$ cat config.mk
export PLATFORM = sky130hd
export DESIGN_NAME = pixel_scanner_flat
export DESIGN_NICKNAME = d
export VERILOG_FILES = /design/src/rtl/pixel_scanner_pkg.sv /design/src/rtl/pixel_scanner_if.sv /design/src/rtl/pixel_scanner_wrap_counter.sv /design/src/rtl/pixel_scanner.sv /design/src/flat_wrapper.sv
export SDC_FILE = /design/constraint.sdc
export NUM_CORES = 1
export LEC_CHECK = 0
export CORE_MARGIN = 2
export CORE_UTILIZATION = 45
export DETAILED_ROUTE_END_ITERATION = 6
export HOLD_SLACK_MARGIN = 0.06
export PLACE_DENSITY_LB_ADDON = 0.15
export SLEW_MARGIN = 20
export SYNTH_ARGS = -nofsm -noshare
export SYNTH_HDL_FRONTEND = slang
export SYNTH_SLANG_ARGS = --single-unit
$ cat constraint.sdc
create_clock -name clk -period 2.5 [get_ports clk]
set_clock_uncertainty 0.1 [all_clocks]
set_input_delay 0.375 -clock clk [delete_from_list [all_inputs] [get_ports clk]]
set_output_delay 0.375 -clock clk [all_outputs]
set_load 0.02 [all_outputs]
$ cat src/rtl/pixel_scanner_pkg.sv
// Shared types and constants for the pixel scanner and its ray-generation neighbours.
package pixel_scanner_pkg;

  localparam int PIXEL_WIDTH_DEF  = 800;
  localparam int PIXEL_HEIGHT_DEF = 600;
  localparam int SAMPLES_DEF      = 4;
  localparam int COORD_W          = 10;
  localparam int SAMPLE_W         = 8;

  typedef struct packed {
    logic [COORD_W-1:0] x;
    logic [COORD_W-1:0] y;
  } pixel_coord_t;

  typedef enum logic [1:0] {
    IDLE = 2'd0,
    SCAN = 2'd1,
    DONE = 2'd2
  } scan_state_t;

  // Width of a counter covering 0..n-1; a single-value range still needs one bit.
  function automatic int cnt_w(input int n);
    return (n <= 1) ? 1 : $clog2(n);
  endfunction

endpackage

$ cat src/rtl/pixel_scanner_if.sv
// Scanner-to-consumer bundle: control inputs plus the coordinate beat and frame markers.
interface pixel_scanner_if;
  import pixel_scanner_pkg::*;

  logic                start;
  logic                stall;
  logic [COORD_W-1:0]  pixel_x;
  logic [COORD_W-1:0]  pixel_y;
  logic [SAMPLE_W-1:0] sample_idx;
  logic                valid;
  logic                first_sample;
  logic                last_sample;
  logic                frame_start;
  logic                frame_done;
  logic                busy;

  modport master (
    input  start, stall,
    output pixel_x, pixel_y, sample_idx, valid, first_sample, last_sample,
           frame_start, frame_done, busy
  );

  modport slave (
    output start, stall,
    input  pixel_x, pixel_y, sample_idx, valid, first_sample, last_sample,
           frame_start, frame_done, busy
  );

endinterface

$ cat src/rtl/pixel_scanner_wrap_counter.sv
// Enabled up-counter that returns to zero after MAX; wrap flags the terminal count.
module pixel_scanner_wrap_counter #(
  parameter int MAX = 1,
  parameter int W   = 1
) (
  input  logic         clk,
  input  logic         rst,
  input  logic         clr,
  input  logic         en,
  output logic [W-1:0] count,
  output logic         wrap
);

  localparam logic [W-1:0] MAX_V = W'(MAX);

  // Equality against the terminal value, so non-power-of-two ranges never overflow.
  assign wrap = (count == MAX_V);

  always_ff @(posedge clk or posedge rst) begin
    if (rst) begin
      count <= '0;
    end else if (clr) begin
      count <= '0;
    end else if (en) begin
      count <= wrap ? '0 : count + W'(1);
    end
  end

endmodule

$ cat src/rtl/pixel_scanner.sv
// Raster-order pixel/sample coordinate generator with a shared downstream stall.
module pixel_scanner
  import pixel_scanner_pkg::*;
#(
  parameter int PIXEL_WIDTH       = PIXEL_WIDTH_DEF,
  parameter int PIXEL_HEIGHT      = PIXEL_HEIGHT_DEF,
  parameter int SAMPLES_PER_PIXEL = SAMPLES_DEF,
  parameter int CONTINUOUS        = 0
) (
  input  logic            clk,
  input  logic            rst,
  pixel_scanner_if.master bus,
  output scan_state_t     dbg_state
);

  localparam int XW = cnt_w(PIXEL_WIDTH);
  localparam int YW = cnt_w(PIXEL_HEIGHT);
  localparam int SW = cnt_w(SAMPLES_PER_PIXEL);

  if (PIXEL_WIDTH < 1 || PIXEL_WIDTH > 1024 ||
      PIXEL_HEIGHT < 1 || PIXEL_HEIGHT > 1024 ||
      SAMPLES_PER_PIXEL < 1 || SAMPLES_PER_PIXEL > 256 ||
      CONTINUOUS < 0 || CONTINUOUS > 1) begin : g_param_check
    $fatal(1, "pixel_scanner: parameter out of range");
  end

  scan_state_t   state;
  logic          valid_q;
  logic          frame_start_q;
  logic          frame_done_q;
  logic          busy_q;
  logic          accept;
  logic          cnt_clr;
  logic          x_en;
  logic          y_en;
  logic          last_beat;
  logic          s_wrap;
  logic          x_wrap;
  logic          y_wrap;
  logic [SW-1:0] s_cnt;
  logic [XW-1:0] x_cnt;
  logic [YW-1:0] y_cnt;
  pixel_coord_t  coord;

  // Handshake: a beat is taken on any clk edge with valid && !stall. While stall
  // is high every output holds, and the counters move only on an accepted beat.
  assign accept    = valid_q && !bus.stall;
  assign x_en      = accept && s_wrap;
  assign y_en      = x_en && x_wrap;
  assign last_beat = y_en && y_wrap;
  assign cnt_clr   = (state != SCAN);

  pixel_scanner_wrap_counter #(.MAX(SAMPLES_PER_PIXEL - 1), .W(SW)) u_sample_cnt (
    .clk   (clk),
    .rst   (rst),
    .clr   (cnt_clr),
    .en    (accept),
    .count (s_cnt),
    .wrap  (s_wrap)
  );

  pixel_scanner_wrap_counter #(.MAX(PIXEL_WIDTH - 1), .W(XW)) u_x_cnt (
    .clk   (clk),
    .rst   (rst),
    .clr   (cnt_clr),
    .en    (x_en),
    .count (x_cnt),
    .wrap  (x_wrap)
  );

  pixel_scanner_wrap_counter #(.MAX(PIXEL_HEIGHT - 1), .W(YW)) u_y_cnt (
    .clk   (clk),
    .rst   (rst),
    .clr   (cnt_clr),
    .en    (y_en),
    .count (y_cnt),
    .wrap  (y_wrap)
  );

  always_ff @(posedge clk or posedge rst) begin
    if (rst) begin
      state         <= IDLE;
      valid_q       <= 1'b0;
      frame_start_q <= 1'b0;
      frame_done_q  <= 1'b0;
      busy_q        <= 1'b0;
    end else begin
      case (state)
        IDLE: begin
          frame_done_q <= 1'b0;
          if (bus.start) begin
            state         <= SCAN;
            valid_q       <= 1'b1;
            frame_start_q <= 1'b1;
            busy_q        <= 1'b1;
          end
        end
        SCAN: begin
          if (accept) begin
            frame_start_q <= 1'b0;
            if (last_beat) begin
              state        <= DONE;
              valid_q      <= 1'b0;
              frame_done_q <= 1'b1;
            end
          end
        end
        DONE: begin
          // Single-cycle state regardless of stall; start arriving here is dropped.
          frame_done_q <= 1'b0;
          if (CONTINUOUS != 0) begin
            state         <= SCAN;
            valid_q       <= 1'b1;
            frame_start_q <= 1'b1;
          end else begin
            state  <= IDLE;
            busy_q <= 1'b0;
          end
        end
        default: begin
          state         <= IDLE;
          valid_q       <= 1'b0;
          frame_start_q <= 1'b0;
          frame_done_q  <= 1'b0;
          busy_q        <= 1'b0;
        end
      endcase
    end
  end

  assign coord.x = COORD_W'(x_cnt);
  assign coord.y = COORD_W'(y_cnt);

  assign bus.pixel_x      = coord.x;
  assign bus.pixel_y      = coord.y;
  assign bus.sample_idx   = SAMPLE_W'(s_cnt);
  assign bus.valid        = valid_q;
  assign bus.first_sample = valid_q && (s_cnt == '0);
  assign bus.last_sample  = valid_q && s_wrap;
  assign bus.frame_start  = frame_start_q;
  assign bus.frame_done   = frame_done_q;
  assign bus.busy         = busy_q;
  assign dbg_state        = state;

endmodule

$ cat src/flat_wrapper.sv
// flat-port wrapper written by rule: the top's interface ports become plain ports
module pixel_scanner_flat import pixel_scanner_pkg::*;
#(
  parameter int PIXEL_WIDTH       = PIXEL_WIDTH_DEF,
  parameter int PIXEL_HEIGHT      = PIXEL_HEIGHT_DEF,
  parameter int SAMPLES_PER_PIXEL = SAMPLES_DEF,
  parameter int CONTINUOUS        = 0
)
  (clk, rst, dbg_state, bus_start, bus_stall, bus_pixel_x, bus_pixel_y, bus_sample_idx, bus_valid, bus_first_sample, bus_last_sample, bus_frame_start, bus_frame_done, bus_busy);
  pixel_scanner_if bus_i ();
  input  logic clk;
  input  logic rst;
  output scan_state_t dbg_state;
  input wire logic [$bits(bus_i.start)-1:0] bus_start;
  input wire logic [$bits(bus_i.stall)-1:0] bus_stall;
  output wire logic [$bits(bus_i.pixel_x)-1:0] bus_pixel_x;
  output wire logic [$bits(bus_i.pixel_y)-1:0] bus_pixel_y;
  output wire logic [$bits(bus_i.sample_idx)-1:0] bus_sample_idx;
  output wire logic [$bits(bus_i.valid)-1:0] bus_valid;
  output wire logic [$bits(bus_i.first_sample)-1:0] bus_first_sample;
  output wire logic [$bits(bus_i.last_sample)-1:0] bus_last_sample;
  output wire logic [$bits(bus_i.frame_start)-1:0] bus_frame_start;
  output wire logic [$bits(bus_i.frame_done)-1:0] bus_frame_done;
  output wire logic [$bits(bus_i.busy)-1:0] bus_busy;
  assign bus_i.start = bus_start;
  assign bus_i.stall = bus_stall;
  assign bus_pixel_x = bus_i.pixel_x;
  assign bus_pixel_y = bus_i.pixel_y;
  assign bus_sample_idx = bus_i.sample_idx;
  assign bus_valid = bus_i.valid;
  assign bus_first_sample = bus_i.first_sample;
  assign bus_last_sample = bus_i.last_sample;
  assign bus_frame_start = bus_i.frame_start;
  assign bus_frame_done = bus_i.frame_done;
  assign bus_busy = bus_i.busy;
  pixel_scanner #(.PIXEL_WIDTH(PIXEL_WIDTH), .PIXEL_HEIGHT(PIXEL_HEIGHT), .SAMPLES_PER_PIXEL(SAMPLES_PER_PIXEL), .CONTINUOUS(CONTINUOUS)) u_core (.clk(clk), .rst(rst), .bus(bus_i), .dbg_state(dbg_state));
endmodule
==> flow_summary.yaml <==
setup_path:
  cp-endpoint: "bus_last_sample"
  crit_cells: 3
  worstRegToRegCells: 5
  crit_start: "u_core.u_sample_cnt.count[0]"
  rr_endpoint: "u_core.u_y_cnt.count[8]"
  end_kind: "primary output"
  worstReg2RegStart: "u_core.u_sample_cnt.count[0]"
  critical_path.top_delay_family: "buffers and inverters"
  cp_max_fo: 4
  crit_chain: "ha_1 -> and2_1 -> clkdlybuf4s50_1"
  cp_num_buf_inv: 1
  cp_slowest_cell: "clkdlybuf4s50_1"
  critPathKind: "flop to primary output"
  startpoint_type: "flop"
  worstPathArrival_ps: 1740
  slowest_delay_ps: 540
  cp.required_ps: 2030
  ff2ff_setup_slack_ps: 340
route:
  drt-total-wl_um: 3450
  firstDrtPassIters: 4
  dr_total_vias: 1316
  antenna_left: 0
  drtIter0Drc: 65
  via_per_inst: 5.44
  wl_per_cell_um: 14.3
  drc: 0
power:
  pwr-share-seq_pct: 47.6
  p_switching_uw: 380
  clockPowerShare_pct: 20.4
  sw_frac_of_total_pct: 33.7
  power.internal_uw: 749
  powerDensity_nw_per_um2: 579
  peakVddDrop_uv: 387
  comb_power_share_pct: 31.9
  leakagePower_nw: 0.787
cells_and_area:
  antenna_cells: 0
  design_area_um2: 1950
  drive_above_1_share_pct: 7.65
  synthToLayoutAreaGrowth_pct: 26.0
  nets: 205
  regArea_um2: 701
  fillers: 313
  multi_input_area_um2: 767
clocking:
  cts_sinks: 28
  post-cts-setup-buffers: 0
  root_buffer: "clkbuf_4"
  cts_tree: "yes"
  holdBufCountCts: 0
  cts_resized: 0
  cts_buffer_depth: 2
  insertion_delay_ps: 330
  clkTransAtPathRegs_ps: 160
  cts_buffers: 3
  h-tree-depth: 1
sta:
  fin_setup_tns_ps: 0
  setup_ws_ps: 290
  rsz0062_at_grt: "no"
  post-route-period-util_pct: 88.4
  hold_violations: 0
  period_minus_slack_ps: 2210
  drv_slew: 0
  setup_violations: 0
  holdWs_ps: 279
  max_freq_mhz: 452
floorplanning:
  die_area_um2: 3920
  start_util_pct: 46.7
  fp.dieH_um: 62.6
  row_count: 21
  die_w_um: 62.6
  core_um2: 3310
  ioPinCount: 40
synth:
  ys_seq_area_share_pct: 45.3
  synthFlopType: "dfrtp_1"
  syn_inst: 159
  synth-seq-cells: 28
  synthArstFlopShare_pct: 100
  ys_warn_count: 0
  ys_types: 39
  synth_area_per_cell_um2: 9.73
  synth-edff-count: 0
  netlist_area_um2: 1550
hold_path:
  hold_class: "input pin to asynchronous set/reset pin"
global_route:
  grt_pass1_vias: 1305
  grtUsageTotal_pct: 18.7
  overflow: 0
  grt_pass1_wl_um: 5960
  antenna_found_initial: 0
  grt_max_degree: 29
outcome:
  status: "finished clean"
placed_design:
  dp_hpwl_um: 2560
  post-place-ws_ps: 122
  port_buffers: 33
  gp_congestion: 0.791
  dpl_cell_area_um2: 1910
run:
  drv_cap: 0
-- through the flow --
step / util [%] / cells / total power, mW
floorplan: - / 164 / 0.763
global placement: 57.7 / 238 / 0.896
detailed placement: 57.7 / 238 / 0.909
CTS: 58.8 / 242 / 1.13
global route: 58.8 / 242 / 1.19
finish: 58.8 / 242 / 1.13
-- routing by layer --
layer	vias to the layer above	wire length, µm	GRT usage, %
met2	27	1780	33.2
met1	645	1530	23.6
met5	-	0	0
met3	7	80	1.80
met4	0	61	6.67
li1	637	-	-
-- kinds of logic (layout without fill, tap and decap cells) --
kind of cell	count (synthesis)	after routing	synth area share, %
XOR/XNOR	7	7	3.96
AND/OR/NAND/NOR	65	65	24.5
buffers and inverters	16	48	6.31
AO/OA/AOI/OAI	37	37	15.7
flip-flops	28	28	45.3
adder cells (fa/ha/maj)	4	4	3.24
other	1	6	0.242
multiplexers	1	1	0.728
-- state kept, by name, summed over array words and instances (netlist names) --
signal	cells
u_core.bus.busy	1
u_core.bus.valid	1
u_core.u_x_cnt.count	10
u_core.u_sample_cnt.count	2
u_core.u_y_cnt.count	10
u_core.bus.frame_start	1
u_core.bus.frame_done	1
u_core.dbg_state	2
-- cell usage after synthesis (3+ instances only) --
library cell	count	share of area, %
o21ai_0	7	2.3
nor3_1	3	0.97
o31ai_1	5	2.4
ha_1	4	3.2
and2_1	3	1.2
buf_4	6	2.9
inv_1	7	1.7
or3_1	7	2.8
nand2_1	12	2.9
or4_1	6	2.9
dfrtp_1	28	45
o21ai_1	4	1.3
nor2_1	9	2.2
xor2_1	5	2.8
nand3_1	10	3.2
a21oi_1	15	4.9
-- power groups by stage --
stage,clock [mW],sequential [mW],combinational [mW]
after global routing,0.256,0.545,0.393
after floorplan,0,0.589,0.173
final,0.231,0.537,0.360
after global placement,0,0.543,0.353
after CTS,0.233,0.538,0.363
after detailed placement,0,0.547,0.362
-- cell type report --
cell class / instances / share of cell area (%)
Clock buffer: 4 / 1.86
Timing Repair Buffer: 37 / 18.5
Sequential cell: 28 / 36.0
Multi-Input combinational cell: 120 / 39.4
Tap cell: 46 / 2.95
Inverter: 7 / 1.35
-- worst min path at each step --
stage	from	endpoint	slack, ps	depth (start not counted)
finish	rst	u_core.u_x_cnt.count[1]	280	3
global route	rst	u_core.u_x_cnt.count[1]	310	3
CTS	rst	u_core.u_x_cnt.count[1]	290	3
detailed placement	u_core.bus.frame_done	u_core.bus.frame_done	380	1
global placement	u_core.bus.frame_start	u_core.bus.frame_start	360	2
floorplan	rst	u_core.bus.busy	340	1
-- tightest hold or removal path, stage by stage --
cell and delay [ps]:
clkdlybuf4s50_1 390, inv_1 50, buf_4 330
-- placed cells by master, fill, tap and decap left out, types with 5 or more instances in the layout --
cell	synthesis	final
inv_1	7	7
o21ai_0	7	7
nor2_1	9	9
or4_1	6	6
a21oi_1	15	15
nand2_1	12	12
clkdlybuf4s50_1	0	33
xor2_1	5	5
o31ai_1	5	5
or3_1	7	7
nand3_1	10	10
dfrtp_1	28	28
conb_1	1	6
No activity file was read; power rests on OpenSTA's default activity.
